## src/rtl/tone_pkg.sv

```systemverilog
// Shared types, segment codes and the tone reduction rule for the
// tone contour classifier.
package tone_pkg;

  typedef enum logic [2:0] {
    TONE_NEUTRAL    = 3'b000,
    TONE_RISING     = 3'b001,
    TONE_UNDULATING = 3'b010,
    TONE_FALLING    = 3'b100
  } tone_e;

  localparam logic [1:0] SEG_FLAT = 2'b00;
  localparam logic [1:0] SEG_RISE = 2'b01;
  localparam logic [1:0] SEG_FALL = 2'b11;

  typedef enum logic [1:0] {
    ST_IDLE,
    ST_CAPTURE,
    ST_CALC,
    ST_REPORT
  } state_e;

  // Rise/fall tallies; at most 15 segments in the deepest window.
  typedef logic [4:0] seg_cnt_t;

  function automatic tone_e classify(input seg_cnt_t rises, input seg_cnt_t falls);
    logic [5:0] total;
    total = {1'b0, rises} + {1'b0, falls};
    if (total < 6'd2) return TONE_NEUTRAL;
    if (falls == '0 || rises > falls) return TONE_RISING;
    if (rises == '0 || falls > rises) return TONE_FALLING;
    return TONE_UNDULATING;
  endfunction

endpackage

```

## src/rtl/tone_change_detector.sv

```systemverilog
// Combinational rise/fall/flat decision for one pair of pitch estimates,
// using a cross-multiplied percentage test instead of a divider.
module tone_change_detector
  import tone_pkg::*;
#(
  parameter int DATA_W     = 16,
  parameter int THRESH_PCT = 20
) (
  input  logic [DATA_W-1:0] prev_i,
  input  logic [DATA_W-1:0] cur_i,
  output logic [1:0]        code_o
);

  // 7 extra bits hold a factor of up to 100 without overflow.
  localparam int PROD_W = DATA_W + 7;

  logic              rising;
  logic [DATA_W-1:0] diff;
  logic [PROD_W-1:0] lhs;
  logic [PROD_W-1:0] rhs;

  // NOTE: combinational logic uses blocking (=) assignments and gives every
  // output a default first, so no path leaves a value held and no latch is inferred.
  always_comb begin
    code_o = SEG_FLAT;
    rising = cur_i > prev_i;
    diff   = rising ? cur_i - prev_i : prev_i - cur_i;
    lhs    = PROD_W'(diff) * PROD_W'(100);
    rhs    = PROD_W'(prev_i) * PROD_W'(THRESH_PCT);
    // diff != 0 keeps an unchanged zero pitch from counting as significant.
    if (diff != '0 && lhs >= rhs) begin
      code_o = rising ? SEG_RISE : SEG_FALL;
    end
  end

endmodule

```

## src/rtl/tone_contour_classifier.sv

```systemverilog
// Windowed pitch-contour classifier: captures NUM_FRAMES estimates, grades each
// adjacent pair with one shared detector, and reduces the codes to a tone id.
module tone_contour_classifier
  import tone_pkg::*;
#(
  parameter int DATA_W     = 16,
  parameter int NUM_FRAMES = 4,
  parameter int THRESH_PCT = 20
) (
  input  logic                        clk_in,
  input  logic                        rst_n_in,
  input  logic                        start_in,
  input  logic                        continuous_in,
  input  logic                        frame_valid_in,
  input  logic [DATA_W-1:0]           frame_data_in,
  output logic                        frame_ready_out,
  output logic                        busy_out,
  output logic [2*(NUM_FRAMES-1)-1:0] contour_out,
  output logic [2:0]                  tone_ident_out,
  output logic                        valid_out
);

  localparam int SEGS  = NUM_FRAMES - 1;
  localparam int CNT_W = $clog2(NUM_FRAMES + 1);
  localparam int SEG_W = (SEGS > 1) ? $clog2(SEGS) : 1;

  state_e            state_q, state_d;
  logic              cont_q, cont_d;
  logic [CNT_W-1:0]  count_q, count_d;
  logic [SEG_W-1:0]  seg_q, seg_d;
  seg_cnt_t          rise_q, rise_d;
  seg_cnt_t          fall_q, fall_d;
  logic [2*SEGS-1:0] work_q, work_d;
  logic [2*SEGS-1:0] contour_q, contour_d;
  tone_e             tone_q, tone_d;
  logic              valid_q, valid_d;
  logic [DATA_W-1:0] win_q [NUM_FRAMES];
  logic [DATA_W-1:0] win_d [NUM_FRAMES];

  logic [DATA_W-1:0] prev_sel;
  logic [DATA_W-1:0] cur_sel;
  logic [1:0]        seg_code;
  logic              accept;

  assign frame_ready_out = (state_q == ST_CAPTURE);
  assign busy_out        = (state_q != ST_IDLE);
  assign accept          = frame_valid_in && frame_ready_out;
  assign contour_out     = contour_q;
  assign tone_ident_out  = tone_q;
  assign valid_out       = valid_q;

  always_comb begin
    prev_sel = win_q[0];
    cur_sel  = win_q[1];
    for (int i = 0; i < SEGS; i++) begin
      if (seg_q == SEG_W'(i)) begin
        prev_sel = win_q[i];
        cur_sel  = win_q[i+1];
      end
    end
  end

  tone_change_detector #(
    .DATA_W    (DATA_W),
    .THRESH_PCT(THRESH_PCT)
  ) u_detector (
    .prev_i(prev_sel),
    .cur_i (cur_sel),
    .code_o(seg_code)
  );

  always_comb begin
    state_d   = state_q;
    cont_d    = cont_q;
    count_d   = count_q;
    seg_d     = seg_q;
    rise_d    = rise_q;
    fall_d    = fall_q;
    work_d    = work_q;
    contour_d = contour_q;
    tone_d    = tone_q;
    valid_d   = 1'b0;
    win_d     = win_q;

    case (state_q)
      ST_IDLE: begin
        if (start_in) begin
          cont_d  = continuous_in;
          count_d = '0;
          state_d = ST_CAPTURE;
        end
      end

      ST_CAPTURE: begin
        if (accept) begin
          for (int i = 0; i < NUM_FRAMES - 1; i++) begin
            win_d[i] = win_q[i+1];
          end
          win_d[NUM_FRAMES-1] = frame_data_in;
          count_d             = count_q + CNT_W'(1);
          if (count_q == CNT_W'(NUM_FRAMES - 1)) begin
            state_d = ST_CALC;
            seg_d   = '0;
            rise_d  = '0;
            fall_d  = '0;
            work_d  = '0;
          end
        end
      end

      ST_CALC: begin
        for (int i = 0; i < SEGS; i++) begin
          if (seg_q == SEG_W'(i)) work_d[2*i +: 2] = seg_code;
        end
        if (seg_code == SEG_RISE) rise_d = rise_q + seg_cnt_t'(1);
        if (seg_code == SEG_FALL) fall_d = fall_q + seg_cnt_t'(1);
        if (seg_q == SEG_W'(SEGS - 1)) state_d = ST_REPORT;
        else                           seg_d   = seg_q + SEG_W'(1);
      end

      ST_REPORT: begin
        contour_d = work_q;
        tone_d    = classify(rise_q, fall_q);
        valid_d   = 1'b1;
        // Sliding mode keeps the newest SEGS frames; one more closes the window.
        if (cont_q) begin
          count_d = CNT_W'(NUM_FRAMES - 1);
          state_d = ST_CAPTURE;
        end else begin
          state_d = ST_IDLE;
        end
      end

      default: state_d = ST_IDLE;
    endcase
  end

  always_ff @(posedge clk_in or negedge rst_n_in) begin
    if (!rst_n_in) begin
      state_q   <= ST_IDLE;
      cont_q    <= 1'b0;
      count_q   <= '0;
      seg_q     <= '0;
      rise_q    <= '0;
      fall_q    <= '0;
      work_q    <= '0;
      contour_q <= '0;
      tone_q    <= TONE_NEUTRAL;
      valid_q   <= 1'b0;
      // NOTE: the window is a handful of flops, not a RAM macro, so it is
      // cleared by reset; a true memory array would be left unreset.
      for (int i = 0; i < NUM_FRAMES; i++) begin
        win_q[i] <= '0;
      end
    end else begin
      state_q   <= state_d;
      cont_q    <= cont_d;
      count_q   <= count_d;
      seg_q     <= seg_d;
      rise_q    <= rise_d;
      fall_q    <= fall_d;
      work_q    <= work_d;
      contour_q <= contour_d;
      tone_q    <= tone_d;
      valid_q   <= valid_d;
      win_q     <= win_d;
    end
  end

endmodule

```

## config.mk

```make
export PLATFORM = sky130hd
export DESIGN_NAME = tone_contour_classifier
export DESIGN_NICKNAME = d
export VERILOG_FILES = /design/src/rtl/tone_pkg.sv /design/src/rtl/tone_change_detector.sv /design/src/rtl/tone_contour_classifier.sv
export SDC_FILE = /design/constraint.sdc
export NUM_CORES = 1
export LEC_CHECK = 0
export BUFFER_PORTS_ARGS = -buffer_cell sky130_fd_sc_hd__clkbuf_2
export CAP_MARGIN = 40
export CORE_UTILIZATION = 45
export CTS_CLUSTER_DIAMETER = 60
export DETAILED_ROUTE_END_ITERATION = 7
export PLACE_DENSITY = 0.63
export SLEW_MARGIN = 15
export SYNTH_ARGS = -nofsm -noshare
export SYNTH_HDL_FRONTEND = slang
export SYNTH_SLANG_ARGS = --single-unit
```

## constraint.sdc

```tcl
create_clock -name clk_in -period 7.6 [get_ports clk_in]
set_input_delay 2.28 -clock clk_in [delete_from_list [all_inputs] [get_ports clk_in]]
set_output_delay 2.28 -clock clk_in [all_outputs]
set_load 0.02 [all_outputs]
```

==> metrics.txt <==
nets=about 1500; Final period util=1.01; Slew HR=0.401; Slew Limit Fails=0; Synthesized Nets=1226; drt first pass iters=5; Num CTS Buffers=9; Ys Warns=0; Worst Hold Class=reg2reg; Antenna diodes=0; most used cell, CP=nand2_2; clock root buffer master=clkbuf_16; antenna-violating nets left=0; site row count=53; Vias/cell=around 5.3; Area growth syn-to-layout=36.5%; die width=approximately 150 um; grt ovf=0; GRT Total Usage=0.224; GPL Wtd Cong=0.870; crit path launch type=flip-flop; Yosys cell types=75; Crit Path Max Fanout=8; dpl cells=between 1000 and 1500; failing checks=negative setup slack; data arrival time of the worst path=between 7 and 8 ns; Setup Skew=roughly 0.012 ns; number of buffers and inverters on the critical path=6; CTS Sinks=a little under 100; htree depth=3; final setup vio count=6; DP Wirelength=around 18 mm; most area-consuming cells after synthesis=dfrtp_1 (25%), ha_1 (21%), mux2_2 (9.2%), inv_1 (4.8%), mux2i_1 (4.6%); crit path kind=reg2reg; Residual DRC=0; Post-synth ARST share=1.00; CTS tree=yes; Worst path max stage delay=around 0.56 ns; Ports=33; largest net degree at the start of global routing=66; initial DRC count=between 300 and 400; Cell Area, Placed=between 0.01 and 0.015 mm^2; most common cell in the netlist=ha_1; fin cells=1559; vias in the first global route=roughly 8100; port buffer count=32; EDFF count, synth=0; Max Cap Violations=0; most common library cells after synthesis=ha_1 (161), inv_1 (124), dfrtp_1 (98); RSZ-0062 raised after global routing=yes; Clock Latency Late Sink=between 0.3 and 0.4 ns; Mean Syn Cell Area=between 9 and 10 um^2; Setup WS pre-CTS=-0.632 ns; worst setup margin=-0.104 ns; Die Span Y=~150 um; Worst-Margin Slew=a little under 0.9 ns; Core Footprint=around 0.021 mm^2; CP max stage cell=fa_1; design area=about 0.013 mm^2; register area share after synthesis=0.254; DIE AREA=0.0221 mm^2; leading area contributor after synthesis=dfrtp_1; outcome=finished, violations left; Syn Std Cell Area=just under 0.01 mm^2; # hold bufs at CTS=0; utilization after layout=0.627; Reg clk slew, reported paths=0.08 ns; share of layout cells above drive strength 1=0.405; first-pass GRT wire length=a little under 40 mm; Data required, critical path=about 7.9 ns; min Tclk post-route=around 7.7 ns; critical path capture point type=flip-flop; Synth Register Bits=roughly 100; initial core utilization=0.459; Crit path max-delay family=adder cells; initial antenna violation count=0; area share of the largest cell type after synthesis=0.254; cells after synthesis=1029; number of fillers in the final layout=around 1700; ys flop type=dfrtp_1; Hold Fails Final Rpt=0; CTS Buffer Depth=2; routed vias=slightly above 8000; WL final=~25 mm; drt wl/cell=~16 um; Peak Freq=around 0.13 GHz
-- final timing paths --
kind,from,endpoint,slack [ns],depth (start not counted)
setup reg to reg,seg_q[1],work_q[2],-0.10,38
hold / removal,work_q[5],contour_out[5],0.51,1
max in group asynchronous,rst_n_in,win_q[32],4.58,2
min in group asynchronous,rst_n_in,tone_ident_out[0],1.94,1
setup / recovery,seg_q[1],work_q[2],-0.10,38
hold reg to reg,work_q[5],contour_out[5],0.51,1
-- worst reg2reg max path: cells and delay by family, from the launching register on --
family	cells	cell delay, ns
and+or+nand+nor	8	0.97
DFF	1	0.40
muxes	3	0.81
adders and majority gates	8	2.48
buffers and inverters	6	0.68
xor gates and xnor gates	2	0.30
AOI/OAI and AO/OA	11	1.95
-- sequential cells by signal (all words and copies together) (netlist names) --
register        flops
win_q              64
contour_out         6
work_q              6
fall_q              5
rise_q              5
count_q             3
tone_ident_out      3
seg_q               2
state_q             2
cont_q              1
valid_out           1
-- through the flow --
| step | hold WS (ns) | TNS (ns) |
|---|---|---|
| after detailed placement | 0.494 | -7.67 |
| after global routing | 0.524 | -5.46 |
| after CTS | 0.511 | 0 |
| final | 0.507 | -0.376 |
| after floorplan | 0.475 | 0 |
| after global placement | 0.486 | -5.33 |
-- kinds of logic (layout without fill, tap and decap cells) --
kind of cell    after synthesis  after routing  synth area share
compound gates              238            238             0.163
xor+xnor                     43             43            0.0390
fa+ha+maj                   176            176             0.240
buf+inv                     155            410            0.0631
flops                        98             98             0.254
mux                         123            123             0.138
simple gates                196            196             0.103
-- routing by layer --
| metal | GRT usage | up-vias | part of all wire |
|---|---|---|---|
| li1 | - | 4140 | - |
| met1 | 0.301 | 3973 | 0.47 |
| met2 | 0.383 | 105 | 0.49 |
| met3 | 0.0252 | 29 | 0.020 |
| met4 | 0.0536 | 0 | 0.016 |
| met5 | 0 | - | 0 |
-- cells in the final DEF (no fill, tap or decap), types with 6 or more instances in the layout --
cell type	n
ha_4	26
clkbuf_16	10
mux2i_1	35
clkbuf_2	31
buf_6	11
nor2b_1	8
dfrtp_1	97
xor2_1	16
o21ai_1	13
o21ai_0	25
o21bai_1	7
o21a_1	18
xnor2_1	20
a21o_1	18
nor3_1	11
nor2_1	33
nand2b_1	9
inv_2	14
a21oi_2	10
a211oi_1	10
fa_1	14
ha_1	133
mux2i_4	6
o211ai_1	6
a21oi_1	53
nand2_2	10
nand2_1	58
buf_4	220
nand4_1	8
and2_1	6
nand3_1	13
o21ai_2	19
inv_1	110
mux2_2	75
-- layout make-up --
type                    count  area [um^2]  area share
well taps                 275          344      0.0261
clock buffers               9          225      0.0171
flip-flops and latches     98         2450       0.186
clock inverters             7         86.3     0.00655
repair buffers            270         2100       0.159
inverters                 124          465      0.0353
multi-input cells         776         7510       0.570
-- what timing repair did --
action	4_1_cts	5_1_grt
pin swaps	53	82
setup endpoints to repair	16	16
setup buffers	34	18
gates cloned	2	1
resized for setup	98	101
Power is left out: the tool's default activity adds up to more than one toggle a clock period on the data nets, which glitch-free logic cannot reach.
